`config.mk`:
```
export PLATFORM = sky130hd
export DESIGN_NAME = mmu_pagemap
export DESIGN_NICKNAME = d
export VERILOG_FILES = /design/src/rtl/mmu_pagemap.sv
export SDC_FILE = /design/constraint.sdc
export NUM_CORES = 1
export LEC_CHECK = 0
export BUFFER_PORTS_ARGS = -buffer_cell sky130_fd_sc_hd__buf_2
export CAP_MARGIN = 20
export CORE_ASPECT_RATIO = 0.7
export CORE_UTILIZATION = 40
export CTS_BUF_LIST = sky130_fd_sc_hd__clkbuf_16
export DETAILED_ROUTE_END_ITERATION = 8
export GPL_TIMING_DRIVEN = 0
export PLACE_DENSITY = 0.72
export RECOVER_POWER = 25
export SLEW_MARGIN = 20
export SYNTH_ARGS = -nofsm -noshare
export SYNTH_HDL_FRONTEND = slang
export SYNTH_SLANG_ARGS = --single-unit
```
`constraint.sdc`:
```
create_clock -name clk -period 3.65 [get_ports clk]
set_input_delay 0.1825 -clock clk [delete_from_list [all_inputs] [get_ports clk]]
set_output_delay 0.1825 -clock clk [all_outputs]
set_load 0.05 [all_outputs]
```
`src/rtl/mmu_pagemap.sv`:
```
// mmu_pagemap: maps NUM_WIN 8 KB CPU windows onto a 2^(PAGE_BITS+13)-byte external
// space through per-window page registers. It adds per-window write-protect, a two-byte
// key sequence ($A5 then $5A to $B) that unlocks locked registers for one write, and a
// sticky violation flag that can raise a level irq.
//
// Register handshake: a register write happens when cs && !rw at a rising clk edge, and
// the new value is visible from the next cycle. Reads are combinational and there is no
// wait state: DO shows the selected register while cs is high, and 8'h00 otherwise.
// The current key state can be read back in STATUS[1:0] (IDLE=0, KEY1=1, UNLOCKED=2).
// Page registers wider than 16 bits are not supported by the byte access helpers.
module mmu_pagemap #(
  parameter int         NUM_WIN     = 4,
  parameter int         PAGE_BITS   = 8,
  parameter logic [2:0] WIN_BASE    = 3'd4,
  parameter int         KEY_TIMEOUT = 16
) (
  input  logic                 clk,
  input  logic                 rst,
  input  logic [3:0]           AD,
  input  logic [7:0]           DI,
  output logic [7:0]           DO,
  input  logic                 rw,
  input  logic                 cs,
  input  logic [15:0]          cpu_addr,
  input  logic                 cpu_rw,
  output logic                 map_hit,
  output logic [PAGE_BITS+12:0] map_addr,
  output logic                 map_wp,
  output logic                 bram_disable,
  output logic                 brom_disable,
  output logic                 irq
);

  localparam int              MAP_W = PAGE_BITS + 13;
  localparam int              TW    = $clog2(KEY_TIMEOUT + 1);
  localparam logic [TW-1:0]   T_MAX = TW'(KEY_TIMEOUT);
  localparam logic [7:0]      KEY_A = 8'hA5;
  localparam logic [7:0]      KEY_B = 8'h5A;

  typedef enum logic [1:0] {
    ST_IDLE     = 2'd0,
    ST_KEY1     = 2'd1,
    ST_UNLOCKED = 2'd2
  } key_state_e;

  key_state_e           state_q, state_d, key_eff;
  logic [TW-1:0]        timer_q, timer_d;
  logic [PAGE_BITS-1:0] page_q [NUM_WIN];
  logic [PAGE_BITS-1:0] page_d [NUM_WIN];
  logic [2:0]           ctrl_q, ctrl_d;
  logic [NUM_WIN-1:0]   wpmask_q, wpmask_d;
  logic [NUM_WIN-1:0]   lockmask_q, lockmask_d;
  logic                 viol_q, viol_d;
  logic                 irq_en_q, irq_en_d;
  logic                 irq_q, irq_d;

  logic                 wr_en;
  logic                 unlocked;
  logic                 viol_set;
  logic                 viol_clr;
  logic                 consume;
  logic [NUM_WIN-1:0]   din_mask;
  logic [2:0]           slot;
  logic [2:0]           win;
  logic                 in_range;
  logic [PAGE_BITS-1:0] hit_page;
  logic                 hit_wp;
  logic [7:0]           rd_data;

  // Merge one byte into a page register; hi selects bits [15:8].
  function automatic logic [PAGE_BITS-1:0] page_write(input logic [PAGE_BITS-1:0] cur,
                                                      input logic hi,
                                                      input logic [7:0] data);
    logic [15:0] ext;
    ext = 16'(cur);
    if (hi) ext[15:8] = data;
    else    ext[7:0]  = data;
    return ext[PAGE_BITS-1:0];
  endfunction

  // Extract one byte of a page register, zero-extended above PAGE_BITS.
  function automatic logic [7:0] page_byte(input logic [PAGE_BITS-1:0] cur, input logic hi);
    logic [15:0] ext;
    ext = 16'(cur);
    return hi ? ext[15:8] : ext[7:0];
  endfunction

  assign wr_en    = cs && !rw;
  assign din_mask = DI[NUM_WIN-1:0];

  // A sequence whose timer has run out behaves as IDLE in this cycle already.
  always_comb begin
    key_eff = state_q;
    if (state_q != ST_IDLE && timer_q == T_MAX) key_eff = ST_IDLE;
  end

  assign unlocked = (key_eff == ST_UNLOCKED);

  // Window decode and translation, purely from the current registers.
  assign slot     = cpu_addr[15:13];
  assign win      = slot - WIN_BASE;
  assign in_range = ({1'b0, slot} >= {1'b0, WIN_BASE}) &&
                    ({1'b0, slot} < ({1'b0, WIN_BASE} + 4'(NUM_WIN)));

  // Select page and write-protect bit of the addressed window.
  always_comb begin
    hit_page = '0;
    hit_wp   = 1'b0;
    for (int i = 0; i < NUM_WIN; i++) begin
      if (win == 3'(i)) begin
        hit_page = page_q[i];
        hit_wp   = wpmask_q[i];
      end
    end
  end

  assign map_hit  = ctrl_q[2] && in_range;
  assign map_addr = map_hit ? {hit_page, cpu_addr[12:0]} : MAP_W'(cpu_addr);
  assign map_wp   = map_hit && hit_wp && !cpu_rw;

  // Next-state: register writes, lock checks, key sequence and violation tracking.
  always_comb begin
    state_d    = key_eff;
    timer_d    = (timer_q == T_MAX) ? timer_q : timer_q + TW'(1);
    page_d     = page_q;
    ctrl_d     = ctrl_q;
    wpmask_d   = wpmask_q;
    lockmask_d = lockmask_q;
    irq_en_d   = irq_en_q;
    viol_set   = map_wp;
    viol_clr   = 1'b0;
    consume    = 1'b0;

    if (wr_en) begin
      case (AD)
        4'h8: begin
          if (unlocked) begin
            ctrl_d  = DI[2:0];
            consume = 1'b1;
          end else begin
            viol_set = 1'b1;
          end
        end
        4'h9: begin
          if (unlocked) begin
            wpmask_d = din_mask;
            consume  = 1'b1;
          end else begin
            viol_set = 1'b1;
          end
        end
        4'hA: begin
          if (unlocked) begin
            lockmask_d = din_mask;
            consume    = 1'b1;
          end else begin
            // Locking more windows is always allowed; attempting to unlock is not.
            lockmask_d = lockmask_q | din_mask;
            if ((lockmask_q & ~din_mask) != '0) viol_set = 1'b1;
          end
        end
        4'hB: begin
          case (key_eff)
            ST_IDLE: begin
              if (DI == KEY_A) begin
                state_d = ST_KEY1;
                timer_d = '0;
              end
            end
            ST_KEY1: begin
              if (DI == KEY_B) begin
                state_d = ST_UNLOCKED;
                timer_d = '0;
              end else begin
                state_d  = ST_IDLE;
                viol_set = 1'b1;
              end
            end
            default: state_d = ST_IDLE;
          endcase
        end
        4'hC: begin
          irq_en_d = DI[7];
          viol_clr = DI[2];
        end
        default: ;
      endcase

      for (int i = 0; i < NUM_WIN; i++) begin
        if (AD == 4'(i) || (PAGE_BITS > 8 && AD == 4'(4 + i))) begin
          if (!lockmask_q[i] || unlocked) begin
            page_d[i] = page_write(page_q[i], AD[2], DI);
            if (lockmask_q[i]) consume = 1'b1;
          end else begin
            viol_set = 1'b1;
          end
        end
      end
    end

    if (consume) state_d = ST_IDLE;

    viol_d = viol_set | (viol_q & ~viol_clr);
    irq_d  = viol_d & irq_en_d;
  end

  // Combinational register read mux.
  always_comb begin
    rd_data = 8'h00;
    case (AD)
      4'h8:    rd_data = {5'b0, ctrl_q};
      4'h9:    rd_data = 8'(wpmask_q);
      4'hA:    rd_data = 8'(lockmask_q);
      4'hC:    rd_data = {irq_en_q, 4'b0, viol_q, state_q};
      default: ;
    endcase
    for (int i = 0; i < NUM_WIN; i++) begin
      if (AD == 4'(i)) rd_data = page_byte(page_q[i], 1'b0);
      else if (PAGE_BITS > 8 && AD == 4'(4 + i)) rd_data = page_byte(page_q[i], 1'b1);
    end
  end

  assign DO           = cs ? rd_data : 8'h00;
  assign bram_disable = ctrl_q[0];
  assign brom_disable = ctrl_q[1];
  assign irq          = irq_q;

  // State registers with synchronous reset.
  always_ff @(posedge clk) begin
    if (rst) begin
      state_q    <= ST_IDLE;
      timer_q    <= '0;
      for (int i = 0; i < NUM_WIN; i++) page_q[i] <= PAGE_BITS'(i);
      ctrl_q     <= '0;
      wpmask_q   <= '0;
      lockmask_q <= '0;
      viol_q     <= 1'b0;
      irq_en_q   <= 1'b0;
      irq_q      <= 1'b0;
    end else begin
      state_q    <= state_d;
      timer_q    <= timer_d;
      for (int i = 0; i < NUM_WIN; i++) page_q[i] <= page_d[i];
      ctrl_q     <= ctrl_d;
      wpmask_q   <= wpmask_d;
      lockmask_q <= lockmask_d;
      viol_q     <= viol_d;
      irq_en_q   <= irq_en_d;
      irq_q      <= irq_d;
    end
  end

endmodule

```
# After elaboration in Yosys (flattened, before gate mapping)

Cells that the tools add are included.

Bitwise operators: 8
Add/subtract/negate cells: 2
Muxes and demuxes: 64
Order comparisons: 1
Eq/ne operators: 16
Reductions and logical operators: 30

Operators with widths:

| cell                  | count |
|---|---|
| $mux W8               | 9 |
| $mux W1               | 39 |
| $pmux W8 S4           | 1 |
| $mux W5               | 5 |
| $mux W21              | 1 |
| $eq A4 B4 Y1 const B  | 5 |
| $reduce_and A4 Y1     | 4 |
| $mux W2               | 5 |
| $pmux W5 S2           | 1 |
| $eq A4 B2 Y1 const B  | 2 |
| $eq A8 B7 Y1 const B  | 1 |
| $eq A8 B8 Y1 const B  | 1 |
| $eq A3 B2 Y1 const B  | 2 |
| $logic_not A1 Y1      | 6 |
| $reduce_and A3 Y1     | 2 |
| $add A5 B1 Y5 const B | 1 |
| $eq A5 B5 Y1 const B  | 1 |
| $logic_and A1 B1 Y1   | 5 |
| $and A4 B4 Y4         | 1 |
| $eq A4 B1 Y1 const B  | 1 |
| $logic_not A4 Y1      | 1 |
| $logic_or A1 B1 Y1    | 4 |
| $mux W4               | 1 |
| $not A4 Y4            | 1 |
| 18 further kinds      | 21 |

Bits in registers: 53
Logic and storage cells: 133
Input bits: 33

# Longest topological paths before layout

Gate-level depths: netlist (run 1).

Word-level depth: 23
Mapped depth: 9

# Worst setup path before layout (run 1)

Ideal clock, no wire load.

Path kind: flip-flop to flip-flop
Start point: register wpmask_q[2]
End point: register viol_q
Slack: 1.461 ns
Setup time: 0.071 ns
Stages on the path, launching flop included: 6
Data arrival time: 2.118 ns
Path buffers: 0
Period minus slack after synthesis: 2.189 ns
Cells stage by stage: dfxtp_1 > nand2b_1 > mux4_2 > nor3b_1 > a211oi_1 > a21oi_1

Word-level cells in the longest chain between the ends: 18
Elaborated cells between the ends (all ways): 21

RTL lines:

| element                            | RTL line | source |
|---|---|---|
| start, declared                    | 51       | `logic [NUM_WIN-1:0] wpmask_q, wpmask_d;` |
| start signal, assigned             | 245      | `wpmask_q <= wpmask_d;` |
| $mux W1 * (2 in a row)             | 110      | `if (win == 3'(i)) begin` |
| $logic_and A1 B1 Y1 * (2 in a row) | 119      | `assign map_wp = map_hit && hit_wp && !cpu_rw;` |
| via map_wp                         | 28       | `output logic map_wp,` |
| $mux W1, on equally long branches  | 171, 159 |  |
| $mux W1, on equally long branches  | 163, 153 |  |
| $pmux W1 S3                        | 135      | `case (AD)` |
| $mux W1                            | 134      | `if (wr_en) begin` |
| $mux W1                            | 191      | `if (!lockmask_q[i] \|\| unlocked) begin` |
| $mux W1                            | 190      | `if (AD == 4'(i) \|\| (PAGE_BITS > 8 && AD == 4'(4 + i))) begin` |
| $mux W1                            | 191      |  |
| $mux W1                            | 190      |  |
| $mux W1                            | 191      |  |
| $mux W1                            | 190      |  |
| $mux W1                            | 191      |  |
| $mux W1                            | 190      |  |
| $mux W1 *                          | 134      |  |
| $or A1 B1 Y1 *                     | 203      | `viol_d = viol_set \| (viol_q & ~viol_clr);` |
| end signal, assigned               | 247      | `viol_q <= viol_d;` |
| end, declared                      | 53       | `logic viol_q, viol_d;` |

Mark *: on every way through the listed nets, which the timed path passes. The rest lies on a longest branch. The select of a mux whose other input is x is not followed.
A chain may end at the register's enable or synchronous reset.

# Worst setup path after layout (run 1)

Start point: register timer_q[0]
End point: register page_q[30] (netlist name)

Word-level cells in the longest chain between the ends: 6

RTL lines:

| element                     | RTL line | source |
|---|---|---|
| start, declared             | 47       | `logic [TW-1:0] timer_q, timer_d;` |
| start signal, assigned      | 242      | `timer_q <= timer_d;` |
| $eq A5 B5 Y1                | 94       | `if (state_q != ST_IDLE && timer_q == T_MAX) key_eff = ST_IDLE;` |
| $logic_and A1 B1 Y1         | 94       |  |
| $mux W2                     | 94       |  |
| $eq A2 B2 Y1                | 97       | `assign unlocked = (key_eff == ST_UNLOCKED);` |
| $logic_or A1 B1 Y1          | 191      |  |
| $reduce_and A4 Y1 (no line) | --       |  |
| end, declared               | 48       | `logic [PAGE_BITS-1:0] page_q [NUM_WIN];` |

No other way between the ends.

==> results_dict.tcl, run 1 <==
set metrics [dict create \
    ir_drop_v 0.000213 \
    maxSlewViolCount 0 \
    grt_start_max_net_pins 17 \
    hold_depth 3 \
    drt-initial-drc-count 408 \
    synth.largest_area_cell "dfxtp_1" \
    clk_pin_slew_ps 70 \
    fin_crit_ps 2250 \
    reg2reg_from "timer_q[0]" \
    ant_nets 0 \
    drt-total-wl_um 9290 \
    cp_max_fo 9 \
    setup_ws_ps 1400 \
    vias_per_cell 5.74 \
    total_power_w 0.00131 \
    setup_viol 0 \
    p_clk_share_pct 40.9 \
    hold_violations 0 \
    intPower_w 0.000962 \
    cts_tree "built" \
    tightestPinTransition_ps 680 \
    dp_hpwl_um 6750 \
    ys_ff_latch 53 \
    rsz0062_at_grt "no" \
    synth_edf_count 0 \
    cp_data_required_time_ps 3810 \
    max_cap_violations 0 \
    min_to "page_q[5]" \
    synthArstFlopShare_pct 0 \
    cts_resized 0 \
    grt_pass1_wl_um 14700 \
    switchingPower_w 0.000346 \
    synth_area_sq_mm 0.00313 \
    regArea_sq_mm 0.00106 \
    initial_core_util_pct 42.1 \
    status "finished, final reports clean" \
    r2r_end "page_q[30]" \
    end_kind "flop" \
    area_growth_pct 16.2 \
    start_kind "flop" \
    multi_input_area_sq_mm 0.00181 \
    syn_inst 356 \
    leakagePower_nw 1.67 \
    switching_share_pct 26.4 \
    track_usage_pct 23.3 \
    grt_overflow_total 0 \
    final_nets 447 \
    cts_made_buffers 5 \
    route.detailed.drc 0 \
    synth.most_common_cell "nor2_1" \
    postCtsSetupBuffers 0 \
    synth.net_count 391 \
    fin_crit_sh_pct 61.7 \
    core-area_sq_mm 0.00742 \
    yosys_warnings 0 \
    synth_top_flop_cell "dfxtp_1" \
    n_fill_cell 733 \
    io_pins 67 \
    ys_seq_area_share_pct 33.9 \
    cp.arrival_ps 2410 \
    cts_max_path_buffers 2 \
    fp.dieArea_sq_mm 0.00818 \
    tns_ps 0 \
    synth_area_leaders "dfxtp_1, mux2i_1, nor2_1" \
    wl_per_cell_um 18.2 \
    dr_total_vias 2933 \
    cts_root_buffer "clkbuf_16" \
    synth_common_cells "nor2_1, dfxtp_1, mux2i_1" \
    hold_ws_ps 197 \
    portBuffers 49 \
    r2r_cells 9 \
    hp-class "primary input to flop" \
    gp_congestion 0.963 \
    min_from "DI[5]" \
    htree_levels 2 \
    syn_avg_cell_area_sq_um 8.78 \
    slew-limit-headroom_pct 54.6 \
    dr.pass1.iters 5 \
    synth_top_area_share_pct 33.9 \
    finClkSkew_ps 2.90 \
    hold_buffers 0 \
    combPwrFrac_pct 14.0 \
    fmax_mhz 444 \
    p_per_area_mw_per_mm2 360 \
    drive_gt1_share_pct 19.1 \
    r2r_slack_ps 1400 \
    die_x_um 108 \
    core.rowCount 26 \
    synth_cell_types 53 \
    grt_pass1_vias 2740 \
    p_seq_share_pct 45.1 \
    place_ws_ps 1540 \
    cts_sinks 53 \
    fp.dieH_um 76.0 \
    antenna_found_initial 0 \
    n_antenna_cell 0 \
    crit_type "flop to flop" \
    insertion_delay_ps 290 \
]
-- routing by layer --
layer | part of all wire (%) | global-route usage [%]
met5 | 0 | 0
met4 | 2.8 | 8.36
met3 | 10 | 6.11
met2 | 42 | 33.1
met1 | 45 | 33.7
-- layout make-up --
| type | instances | share of cell area [%] |
|---|---|---|
| Inverter | 11 | 1.14 |
| Tap cell | 98 | 3.38 |
| Sequential cell | 53 | 29.2 |
| Timing Repair Buffer | 49 | 6.20 |
| Clock buffer | 5 | 3.45 |
| Multi-Input combinational cell | 257 | 50.0 |
| Buffer | 35 | 5.51 |
| Clock inverter | 3 | 1.14 |
-- cell usage in the layout (no fill, tap or decap), drive strengths merged, types with 2 or more instances in the layout --
cell	instances
nor2	56
buf	56
dfxtp	53
mux2i	44
clkbuf	33
nand2	19
a21oi	18
o21ai	16
inv	10
nand3	8
mux4	8
a22oi	7
nand3b	7
nand2b	6
o211ai	6
nor2b	5
and2	5
o22ai	4
a21o	4
nor4bb	3
xor2	3
a211o	3
a21boi	3
and3	2
mux2	2
nor3b	2
or2	2
clkinv	2
a31oi	2
nand4	2
nor4b	2
ha	2
nor3	2
and3b	2
-- flip-flops by register name (all words and copies together), names as in the netlist --
name        cells
ctrl_q          3
irq             1
irq_en_q        1
lockmask_q      4
page_q         32
state_q         2
timer_q         5
viol_q          1
wpmask_q        4
-- worst max-delay path: stages (launching register included) --
cell	delay, ps
dfxtp_1	390
inv_1	60
ha_1	200
nand4bb_1	90
clkbuf_1	310
nand3b_1	200
a2111o_1	440
buf_4	210
mux2i_1	160
nor2_1	50
-- worst max path at each step --
stage | from | slack [ps] | cells after the start | end
CTS | AD[0] | 1530 | 8 | DO[0]
finish | timer_q[0] | 1400 | 9 | page_q[30]
global placement | AD[1] | 1520 | 8 | DO[1]
floorplan | wpmask_q[2] | 1460 | 5 | viol_q
global route | timer_q[0] | 1250 | 9 | page_q[31]
detailed placement | AD[1] | 1540 | 8 | DO[0]
-- power groups by stage --
stage / Sequential (W) / Clock, W / Combinational (W)
2_1_floorplan: 0.000602 / 0 / 0.000127
3_3_place_gp: 0.000603 / 0 / 0.000179
3_5_place_dp: 0.000603 / 0 / 0.000181
4_1_cts: 0.000590 / 0.000546 / 0.000182
5_1_grt: 0.000590 / 0.000572 / 0.000194
6_report: 0.000590 / 0.000535 / 0.000183
-- stage by stage --
step                      std cells  instance area (sq um)  util (%)
after floorplan                 356                   3130         -
after global placement          503                   3490      47.1
after detailed placement        503                   3490      47.1
after CTS                       511                   3660      49.3
after global routing            511                   3630      49.0
final                           511                   3630      49.0
-- logic make-up after synthesis --
group / share of synthesized area [%]
AND/OR/NAND/NOR: 21.0
AO/OA/AOI/OAI: 14.5
multiplexers: 20.6
flip-flops: 33.9
buffers and inverters: 8.01
XOR/XNOR: 1.12
adder cells (fa/ha/maj): 0.801
No activity file was read; power rests on OpenSTA's default activity.
==> run 2: changes to the inputs <==
==> constraint.sdc (replaced) <==
create_clock -name clk -period 2.1 [get_ports clk]
set_input_delay 0.105 -clock clk [delete_from_list [all_inputs] [get_ports clk]]
set_output_delay 0.105 -clock clk [all_outputs]
set_load 0.05 [all_outputs]
==> results_dict.tcl, run 2 (synthesis results as in run 1) <==
set metrics [dict create \
    status "finished, final reports clean" \
    cts_made_buffers 5 \
    drive_gt1_share_pct 21.3 \
    regArea_sq_mm 0.00106 \
    n_antenna_cell 0 \
    rsz0062_at_grt "no" \
    place_area_sq_mm 0.00350 \
    total_power_w 0.00240 \
    final_nets 448 \
    fp.dieH_um 76.0 \
    antenna_found_initial 0 \
    cp_data_required_time_ps 2000 \
    die_x_um 108 \
    route.detailed.drc 0 \
    cp.arrival_ps 1870 \
    crit_type "primary input to primary output" \
    hold_violations 0 \
    tightestPinTransition_ps 622 \
    fin_crit_sh_pct 93.8 \
    drt-total-wl_um 9320 \
    dp_hpwl_um 6630 \
    regMostFlops "page_q" \
    cts_root_buffer "clkbuf_16" \
    tns_ps 0 \
    core.rowCount 26 \
    hold_buffers 0 \
    track_usage_pct 23.7 \
    multi_input_area_sq_mm 0.00183 \
    fin_crit_ps 1970 \
    end_kind "primary output" \
    utilization_pct 50.0 \
    grt_pass1_vias 2844 \
    dr.pass1.iters 5 \
    ant_nets 0 \
    max_cap_violations 0 \
    insertion_delay_ps 300 \
    cts_max_path_buffers 2 \
    drt-initial-drc-count 295 \
    dr_total_vias 2960 \
    clk_pin_slew_ps 70 \
    cp_max_fo 10 \
    ir_drop_v 0.000275 \
    slew-limit-headroom_pct 58.5 \
    hp-class "primary input to flop" \
    htree_levels 2 \
    final_common_cell "nor2_1" \
    grt_pass1_wl_um 14900 \
    core-area_sq_mm 0.00742 \
    p_per_area_mw_per_mm2 648 \
    cts_sinks 53 \
    maxSlewViolCount 0 \
    fp.dieArea_sq_mm 0.00818 \
    finClkSkew_ps 6.70 \
    vias_per_cell 5.78 \
    gp_congestion 0.940 \
    initial_core_util_pct 42.1 \
    cts_tree "built" \
    leakagePower_nw 1.71 \
    io_pins 67 \
    start_kind "primary input" \
    largest_register_ffs 32 \
    mostFrequentLayoutCells "nor2_1, dfxtp_1, mux2i_1" \
    grt_start_max_net_pins 17 \
    area_growth_pct 18.7 \
    final_cell_area_sq_mm 0.00371 \
    reg_top3 "page_q x32, timer_q x5" \
    fmax_mhz 508 \
    n_fill_cell 710 \
    setup_viol 0 \
    wl_per_cell_um 18.2 \
    grt_overflow_total 0 \
    portBuffers 49 \
]
==> run 2: what timing repair did <==
item	CTS	global route
setup buffers	0	1
endpoints found under the hold margin	0	0
resized for setup	0	13
setup endpoints to repair	0	32
==> run 2: worst max-delay path: stages <==
cell     delay, ps
buf_2          160
buf_2          270
nor2b_1        480
a21oi_1        140
o22ai_1        180
a22oi_1         80
a21oi_1        160
buf_2          280
==> run 2: final cells by class <==
cell class                 count  area share [%]
multi-input combinational    257            49.2
sequential                    53            28.7
timing repair buffer          50            6.61
buffer                        35            5.90
clock buffer                   5            3.37
tap                           98            3.31
clock inverter                 3            1.75
inverter                      11            1.11
==> run 2: metal layers <==
metal / vias to the layer above / global-route usage, % / part of all wire [%]
met3: 13 / 7.23 / 11
met4: 0 / 5.48 / 1.1
li1: 1361 / - / -
met2: 182 / 35.9 / 45
met1: 1404 / 32.9 / 43
met5: - / 0 / 0
==> run 2: per-stage QoR <==
stage / setup slack, ps / cells / hold slack [ps]
5_1_grt: 24.8 / 512 / 159
3_5_place_dp: 35.6 / 503 / 438
6_report: 130 / 512 / 136
2_1_floorplan: 73.6 / 356 / 249
4_1_cts: 21.6 / 511 / 131
3_3_place_gp: 93.2 / 503 / 423
==> run 2: path summary, 6_finish.rpt <==
path	startpoint	end	slack, ps	cells past startpoint
setup / recovery	AD[0]	DO[3]	130	8
hold / removal	DI[6]	page_q[14]	140	3
setup reg to reg	timer_q[0]	page_q[29]	150	9
hold reg to reg	page_q[0]	page_q[0]	510	2
==> run 2: power breakdown <==
group / leakage, nW / internal, W / switching, W
logic: 1.19 / 0.000100 / 0.000219
clock network: 0.0938 / 0.000681 / 0.000378
registers: 0.428 / 0.00102 / 0.0000102
